File: config.mk
export PLATFORM = sky130hd
export DESIGN_NAME = control_sequencer
export DESIGN_NICKNAME = d
export VERILOG_FILES = /design/src/rtl/cu_pkg.sv /design/src/rtl/cw_gate.sv /design/src/rtl/control_sequencer.sv
export SDC_FILE = /design/constraint.sdc
export NUM_CORES = 1
export LEC_CHECK = 0
export ABC_AREA = 0
export CAP_MARGIN = 40
export CORE_UTILIZATION = 33
export CTS_CLUSTER_SIZE = 16
export DETAILED_ROUTE_END_ITERATION = 6
export PLACE_DENSITY = 0.74
export SETUP_SLACK_MARGIN = 0.5
export SLEW_MARGIN = 20
export SYNTH_ARGS = -nofsm -noshare
export SYNTH_HDL_FRONTEND = slang
export SYNTH_SLANG_ARGS = --single-unit
File: constraint.sdc
create_clock -name clock -period 1.7 [get_ports clock]
set_input_delay 0.34 -clock clock [delete_from_list [all_inputs] [get_ports clock]]
set_output_delay 0.34 -clock clock [all_outputs]
set_load 0.01 [all_outputs]
File: src/rtl/cu_pkg.sv
// Shared definitions for the control sequencer: FSM states, control-word
// field positions and the fixed control-word values.
package cu_pkg;

  typedef enum logic [1:0] {
    ST_HALT  = 2'd0,
    ST_FETCH = 2'd1,
    ST_EXEC  = 2'd2
  } state_e;

  localparam int CW_W = 33;

  localparam int ALU_EN    = 32;
  localparam int ALU_BS    = 31;
  localparam int ALU_FS_HI = 30;
  localparam int ALU_FS_LO = 26;
  localparam int RF_B_EN   = 25;
  localparam int RF_SA_HI  = 24;
  localparam int RF_SA_LO  = 20;
  localparam int RF_SB_HI  = 19;
  localparam int RF_SB_LO  = 15;
  localparam int RF_DA_HI  = 14;
  localparam int RF_DA_LO  = 10;
  localparam int RF_W      = 9;
  localparam int RAM_EN    = 8;
  localparam int RAM_W     = 7;
  localparam int PC_EN     = 6;
  localparam int PC_FS_HI  = 5;
  localparam int PC_FS_LO  = 4;
  localparam int PC_IS     = 3;
  localparam int STATUS_LD = 2;
  localparam int NS_HI     = 1;
  localparam int NS_LO     = 0;

  localparam logic [1:0] PC_FS_HOLD = 2'b00;
  localparam logic [1:0] PC_FS_INC  = 2'b01;

  localparam logic [CW_W-1:0] NOP_CW = '0;

endpackage

File: src/rtl/cw_gate.sv
// Combinational control-word selection: NOP in HALT, PC step in FETCH,
// decoder word in EXEC with state-changing fields masked during a memory stall.
module cw_gate
  import cu_pkg::*;
(
  input  state_e            state,
  input  logic [CW_W-1:0]   cw_dec,
  input  logic              mem_ready,
  output logic [CW_W-1:0]   cw,
  output logic              fetch_req,
  output logic              stall
);

  always_comb begin
    cw        = NOP_CW;
    fetch_req = 1'b0;
    stall     = 1'b0;
    case (state)
      ST_FETCH: begin
        fetch_req = 1'b1;
        cw[PC_FS_HI:PC_FS_LO] = mem_ready ? PC_FS_INC : PC_FS_HOLD;
      end
      ST_EXEC: begin
        cw    = cw_dec;
        stall = (cw_dec[RAM_EN] | cw_dec[RAM_W]) & ~mem_ready;
        // RAM strobes stay up so the access can complete; nothing else commits
        if (stall) begin
          cw[RF_W]              = 1'b0;
          cw[STATUS_LD]         = 1'b0;
          cw[PC_FS_HI:PC_FS_LO] = PC_FS_HOLD;
        end
      end
      default: ;
    endcase
  end

endmodule

File: src/rtl/control_sequencer.sv
// Instruction sequencer: HALT/FETCH/EXEC FSM holding IR, phase, status flags
// and a retired-instruction counter; control word comes from cw_gate.
module control_sequencer
  import cu_pkg::*;
(
  input  logic              clock,
  input  logic              reset_n,
  input  logic              run,
  input  logic              mem_ready,
  input  logic [31:0]       instr_in,
  input  logic [CW_W-1:0]   cw_dec,
  input  logic [4:0]        alu_status,
  output logic [31:0]       ir,
  output logic [1:0]        phase,
  output logic [4:0]        status,
  output logic [CW_W-1:0]   cw,
  output logic              fetch_req,
  output logic              halted,
  output logic [15:0]       instr_count
);

  state_e      state_q, state_d;
  logic [31:0] ir_q;
  logic [1:0]  phase_q;
  logic [4:0]  status_q;
  logic [15:0] cnt_q;
  logic        stall;
  logic        advance;
  logic        retire;

  cw_gate u_cw_gate (
    .state     (state_q),
    .cw_dec    (cw_dec),
    .mem_ready (mem_ready),
    .cw        (cw),
    .fetch_req (fetch_req),
    .stall     (stall)
  );

  assign advance = (state_q == ST_EXEC) && !stall;
  assign retire  = advance && (cw_dec[NS_HI:NS_LO] == 2'b00);

  always_ff @(posedge clock or negedge reset_n) begin
    if (!reset_n) state_q <= ST_HALT;
    else          state_q <= state_d;
  end

  always_comb begin
    state_d = state_q;
    case (state_q)
      ST_HALT:  if (run)       state_d = ST_FETCH;
      ST_FETCH: if (mem_ready) state_d = ST_EXEC;
      ST_EXEC:  if (retire)    state_d = run ? ST_FETCH : ST_HALT;
      default:                 state_d = ST_HALT;
    endcase
  end

  always_ff @(posedge clock or negedge reset_n) begin
    if (!reset_n) begin
      ir_q     <= '0;
      phase_q  <= '0;
      status_q <= '0;
      cnt_q    <= '0;
    end else begin
      if (state_q == ST_FETCH && mem_ready) begin
        ir_q    <= instr_in;
        phase_q <= 2'b00;
      end
      if (advance) begin
        if (cw_dec[STATUS_LD])             status_q <= alu_status;
        if (cw_dec[NS_HI:NS_LO] != 2'b00)  phase_q  <= cw_dec[NS_HI:NS_LO];
      end
      if (retire) cnt_q <= cnt_q + 16'd1;
    end
  end

  assign ir          = ir_q;
  assign phase       = phase_q;
  assign status      = status_q;
  assign instr_count = cnt_q;
  assign halted      = (state_q == ST_HALT);

endmodule

### Yosys cells after proc, flatten, opt, wreduce, memory -nomap -nowiden

Cells that the tools add are included.

* add/sub/neg operators: 1
* equal/unequal tests: 5
* mux-type cells: 17
* bitwise logic cells: 3
* reduce and logical (&&, ||, !) cells: 9

Operator list (number)
* $mux W27: 1
* $add A16 B1 Y16 const B: 1
* $mux W2: 7
* $mux W1: 6
* $ne A2 B2 Y1 const B: 3
* $pmux W2 S3: 1
* $logic_not A2 Y1: 2
* $mux W4: 1
* $pmux W2 S2: 1
* $logic_and A1 B1 Y1: 3
* $reduce_and A3 Y1: 1
* $eq A2 B1 Y1 const B: 1
* $eq A2 B2 Y1 const B: 1
* $reduce_and A2 Y1: 1
* $reduce_bool A2 Y1: 1
* $and A1 B1 Y1: 1
* $logic_not A1 Y1: 1
* $not A1 Y1: 1
* $or A1 B1 Y1: 1

* register bits: 57
* output and inout bits: 90
* logic and storage cells: 40

### Depth between registers and ports, before layout

Gate-level depths: netlist of the first run.

* depth in word-level cells: 8
* mapped depth: 6

### Modules after synthesis

Synthesis of the first run repeated with hierarchy kept, for this count alone.

* cells, all modules: 206
* area, all modules: 2623.8 sq um

Modules (own cells, without submodules)
* control_sequencer: times used 1, cells an instance 161, area each 2308.5 sq um, sequential area each 1426.4 sq um
* cw_gate: times used 1, cells an instance 45, area each 315.3 sq um, sequential area each 0.0 sq um

### Worst setup path before layout of the first run

Ideal clock, no wire load.

* path kind: flip-flop to flip-flop
* start point: register state_q[0]
* end point: register state_q[0]
* arrival: 1.679 ns
* data required time: 1.573 ns
* slack: -0.106 ns
* stages on the path, launching flop included: 7
* clock period less this slack: 1.806 ns
* path through: dfrtp_1 > inv_1 > ha_1 > nor3b_4 > nand2_2 > a221o_1 > mux2_1

* word-level cells in the longest chain between the ends: 7
* elaborated cells between the ends (all ways): 12

Ends and longest elaborated chain
* from (decl): RTL line control_sequencer.sv:22 `state_e state_q, state_d;`
* from (signal assigned): RTL line control_sequencer.sv:45 `else state_q <= state_d;`
* $eq A2 B2 Y1: RTL line cw_gate.sv:18, control_sequencer.sv:40, control_sequencer.sv:50
* $mux W1: RTL line cw_gate.sv:18 `case (state)`
* $logic_not A1 Y1: RTL line control_sequencer.sv:40 `assign advance = (state_q == ST_EXEC) && !stall;`
* $logic_and A1 B1 Y1: RTL line control_sequencer.sv:40
* $logic_and A1 B1 Y1: RTL line control_sequencer.sv:41 `assign retire = advance && (cw_dec[NS_HI:NS_LO] == 2'b00);`
* $ne A2 B2 Y1 (no source line)
* $reduce_and A3 Y1 (no source line)

Several ways; a longest one is shown, not always the timed one.
A chain may end at the register's enable or synchronous reset.

### Worst setup path in the final report of the first run

* start point: register state_q[1]
* end point: output cw[1]

* word-level cells in the longest chain between the ends: 2

Ends and longest elaborated chain
* $eq A2 B2 Y1: RTL line cw_gate.sv:18
* $mux W4: RTL line cw_gate.sv:18
* to (decl): RTL line control_sequencer.sv:16 `output logic [CW_W-1:0] cw,`

Every way passes these cells.

==> impl_metrics.yaml, run 1 <==
place:
  postPlaceCellArea_mm2: 0.004531
  detailedPlacementHpwl_mm: 5.340
  place_congestion: 0.7440
  post-place-cells: 481
  port-buffer-count: 163
sta:
  relSlewSlack: 0.7410
  setup_slack_ns: -0.1204
  final_min_period_over_clock_period: 1.071
  clock-skew-final_ns: 0.01009
  maxClockFrequency_mhz: 549.3
  min_period_ns: 1.820
  final_report_max_slew_violation_count: 0
  timing_worst_slew_pin_value_ns: 0.3875
  unrepaired_setup_endpoints_after_global_routing: "yes"
  timing.final.setup_violations: 41
  final_hold_vios: 0
drt:
  totalWireLength_mm: 8.482
  post_drt_wl_per_cell_um: 15.68
  firstDrtPassIters: 4
  postRouteAntennaNets: 0
  post_drt_via_cell_ratio: 4.532
  routed-via-count: 2452
  drt-initial-drc-count: 50
  drc_errors: 0
yosys:
  yosysWarnings: 0
  number_of_distinct_library_cell_variants_in_the_gate_level_netlist_after_synthesis: 29
  synth_seq_area_share: 0.5489
  syn_avg_cell_area_um2: 12.62
  synth-edff-count: 0
  synthCells: 206
  syn_nets: 286
  yosys_most_used_dff: "dfrtp_1"
  async_reset_ff_frac: 1.000
  yosys_register_bits: 57
  post_synth_instance_area_mm2: 0.002599
setup_path:
  crit_path_end_kind: "output port"
  worst-endpoint-required_ns: 1.36
  rr_startpoint: "state_q[0]$_DFFE_PN0P_"
  r2r_setup_slack_ns: -0.12
  crit_arrival_ns: 1.48
  worst_path_max_fanout: 4
  r2r_cells: 7
  timing.rr.end: "state_q[1]$_DFFE_PN0P_"
  critical_path_class: "flip-flop to output port"
  critical_path.startpoint_type: "flip-flop"
floorplanning:
  dieWidth_um: 90.74
  floorplan.rows: 31
  die_ar_mm2: 0.008234
  die_h_um: 90.74
  initial_core_util: 0.3490
  io_pins: 164
  core_mm2: 0.007447
global_route:
  grt_usage: 0.2058
  overflow: 0
  wire_length_of_the_first_global_routing_pass_mm: 13.26
  number_of_global_route_vias_before_repair: 2595
  pin_count_of_the_biggest_net_entering_global_routing: 58
  number_of_antenna_violations_at_the_first_check_in_global_routing: 0
worst_hold_path:
  worst_hold_path.num_cells: 1
  hold_path_startpoint: "ir[3]$_DFFE_PN0P_"
  worst_hold_path.endpoint: "ir[3]$_DFFE_PN0P_"
  min-delay-path-class: "flip-flop to flip-flop"
power:
  totalPowerFinal_mw: 7.334
  power_density_mw_per_mm2: 1408
  peakVddDrop_v: 0.001001
  power_leakage_nw: 2.608
outcome:
  status: "finished, violations left"
  failed_checks: "negative setup slack"
finish:
  insertedDiodeCount: 0
  synth_to_layout_area_growth_pct: 100.4
  final_layout_size_suffix_gt1_frac: 0.5611
  most_common_library_cell_in_the_layout_ignoring_fill_and_taps: "clkdlybuf4s50_1"
  final_cell_mix: "clkdlybuf4s50_1 (69), buf_2 (62), dfrtp_1 (54)"
  layout.cells.non_filler: 541
  layout.filler_cells: 583
  area.sequential_mm2: 0.001430
  final_cell_utilization_of_the_core: 0.6994
  multiInputGateArea_mm2: 0.001361
  final_nets: 517
  stdcell_area_mm2: 0.005209
clocking:
  clock-sinks: 57
  tritoncts_clock_tree: "built"
  cts-buffers-inserted: 9
  root_buffer: "clkbuf_8"
  clk-insertion-delay-late_ns: 0.33
  clock_path_buffers: 2
  clkTransAtPathRegs_ns: 0.07
  h-tree-depth: 3
job:
  max_cap_violations: 0
[sequential cells by signal, indices dropped and copies added, names as in the netlist]
register / count
state_q: 2
phase: 2
status: 5
ir: 32
instr_count: 16
[logic make-up after synthesis]
family                     synth area share
muxes                                0.1733
AOI/OAI and AO/OA                   0.02070
buffers and inverters               0.01781
and+or+nand+nor                      0.1598
DFF                                  0.5489
adders and majority gates           0.02889
xor gates and xnor gates            0.05055
[Yosys cell counts, types with 2 or more instances]
master / n / area share
mux2_2: 38 / 0.16
nand4_1: 4 / 0.0096
and3_1: 4 / 0.0096
a32o_1: 2 / 0.0077
nor3_1: 2 / 0.0039
nand3_1: 4 / 0.0077
nor2_1: 7 / 0.010
nand2_1: 12 / 0.017
and2_1: 29 / 0.070
dfrtp_1: 57 / 0.55
ha_1: 6 / 0.029
xnor2_1: 10 / 0.034
inv_1: 5 / 0.0072
xor2_1: 5 / 0.017
mux2_1: 2 / 0.0087
clkbuf_1: 6 / 0.0087
[final cells by class]
cell class,instances,share of cell area
repair buffers,227,0.3973
flip-flops and latches,57,0.2746
multi-input cells,137,0.2614
clock buffers,10,0.02642
well taps,99,0.02378
clock inverters,6,0.01297
inverters,5,0.003603
[metal layers]
| metal | vias up | global-route usage | share of wire |
|---|---|---|---|
| li1 | 1163 | - | - |
| met1 | 1204 | 0.2361 | 0.40 |
| met2 | 75 | 0.3769 | 0.54 |
| met3 | 10 | 0.05556 | 0.053 |
| met4 | 0 | 0.04839 | 0.0090 |
| met5 | - | 0 | 0 |
[repair_timing]
action	in CTS	in global routing
pin swaps	20	18
setup buffers	23	15
hold endpoints to repair	5	0
gates resized for setup	432	34
hold buffers	1	0
endpoints found under the setup margin	147	147
cloned	4	1
[worst max path at each step]
stage	start	to	slack [ns]	cells past startpoint
after CTS	state_q[0]$_DFFE_PN0P_	state_q[1]$_DFFE_PN0P_	-0.13	7
after global routing	state_q[0]$_DFFE_PN0P_	state_q[1]$_DFFE_PN0P_	-0.20	7
after global placement	mem_ready	cw[2]	-0.52	7
after floorplan	state_q[0]$_DFFE_PN0P_	state_q[0]$_DFFE_PN0P_	-0.003	6
final	state_q[1]$_DFFE_PN0P_	cw[1]	-0.12	5
after detailed placement	mem_ready	cw[2]	-0.52	7
[metrics by stage]
step / hold WS [ns] / setup slack, ns / setup TNS, ns
2_1_floorplan: 0.04441 / -0.002973 / -0.005946
3_3_place_gp: 0.3662 / -0.5249 / -15.60
3_5_place_dp: 0.3652 / -0.5241 / -17.05
4_1_cts: 0.5043 / -0.1342 / -2.133
5_1_grt: 0.5219 / -0.1965 / -4.601
6_report: 0.5028 / -0.1204 / -1.871
[worst max-delay path, stage by stage (launching register included)]
cell	delay, ns
dfrtp_2	0.45
ha_4	0.19
buf_6	0.12
buf_4	0.14
and2_1	0.12
buf_2	0.13
[power by group]
part	switching [mW]	internal [mW]
clock network	0.574	0.718
logic	1.48	2.37
registers	0.308	1.89
total	2.36	4.97
Note: power is estimated with default switching activity, not from simulation.
==> inputs of run 2 (changes only) <==
Settings changed: GPL_ROUTABILITY_DRIVEN set to 0.
==> results of run 2 <==
Same layout as run 1: the final DEF is identical, and so are final timing and power.
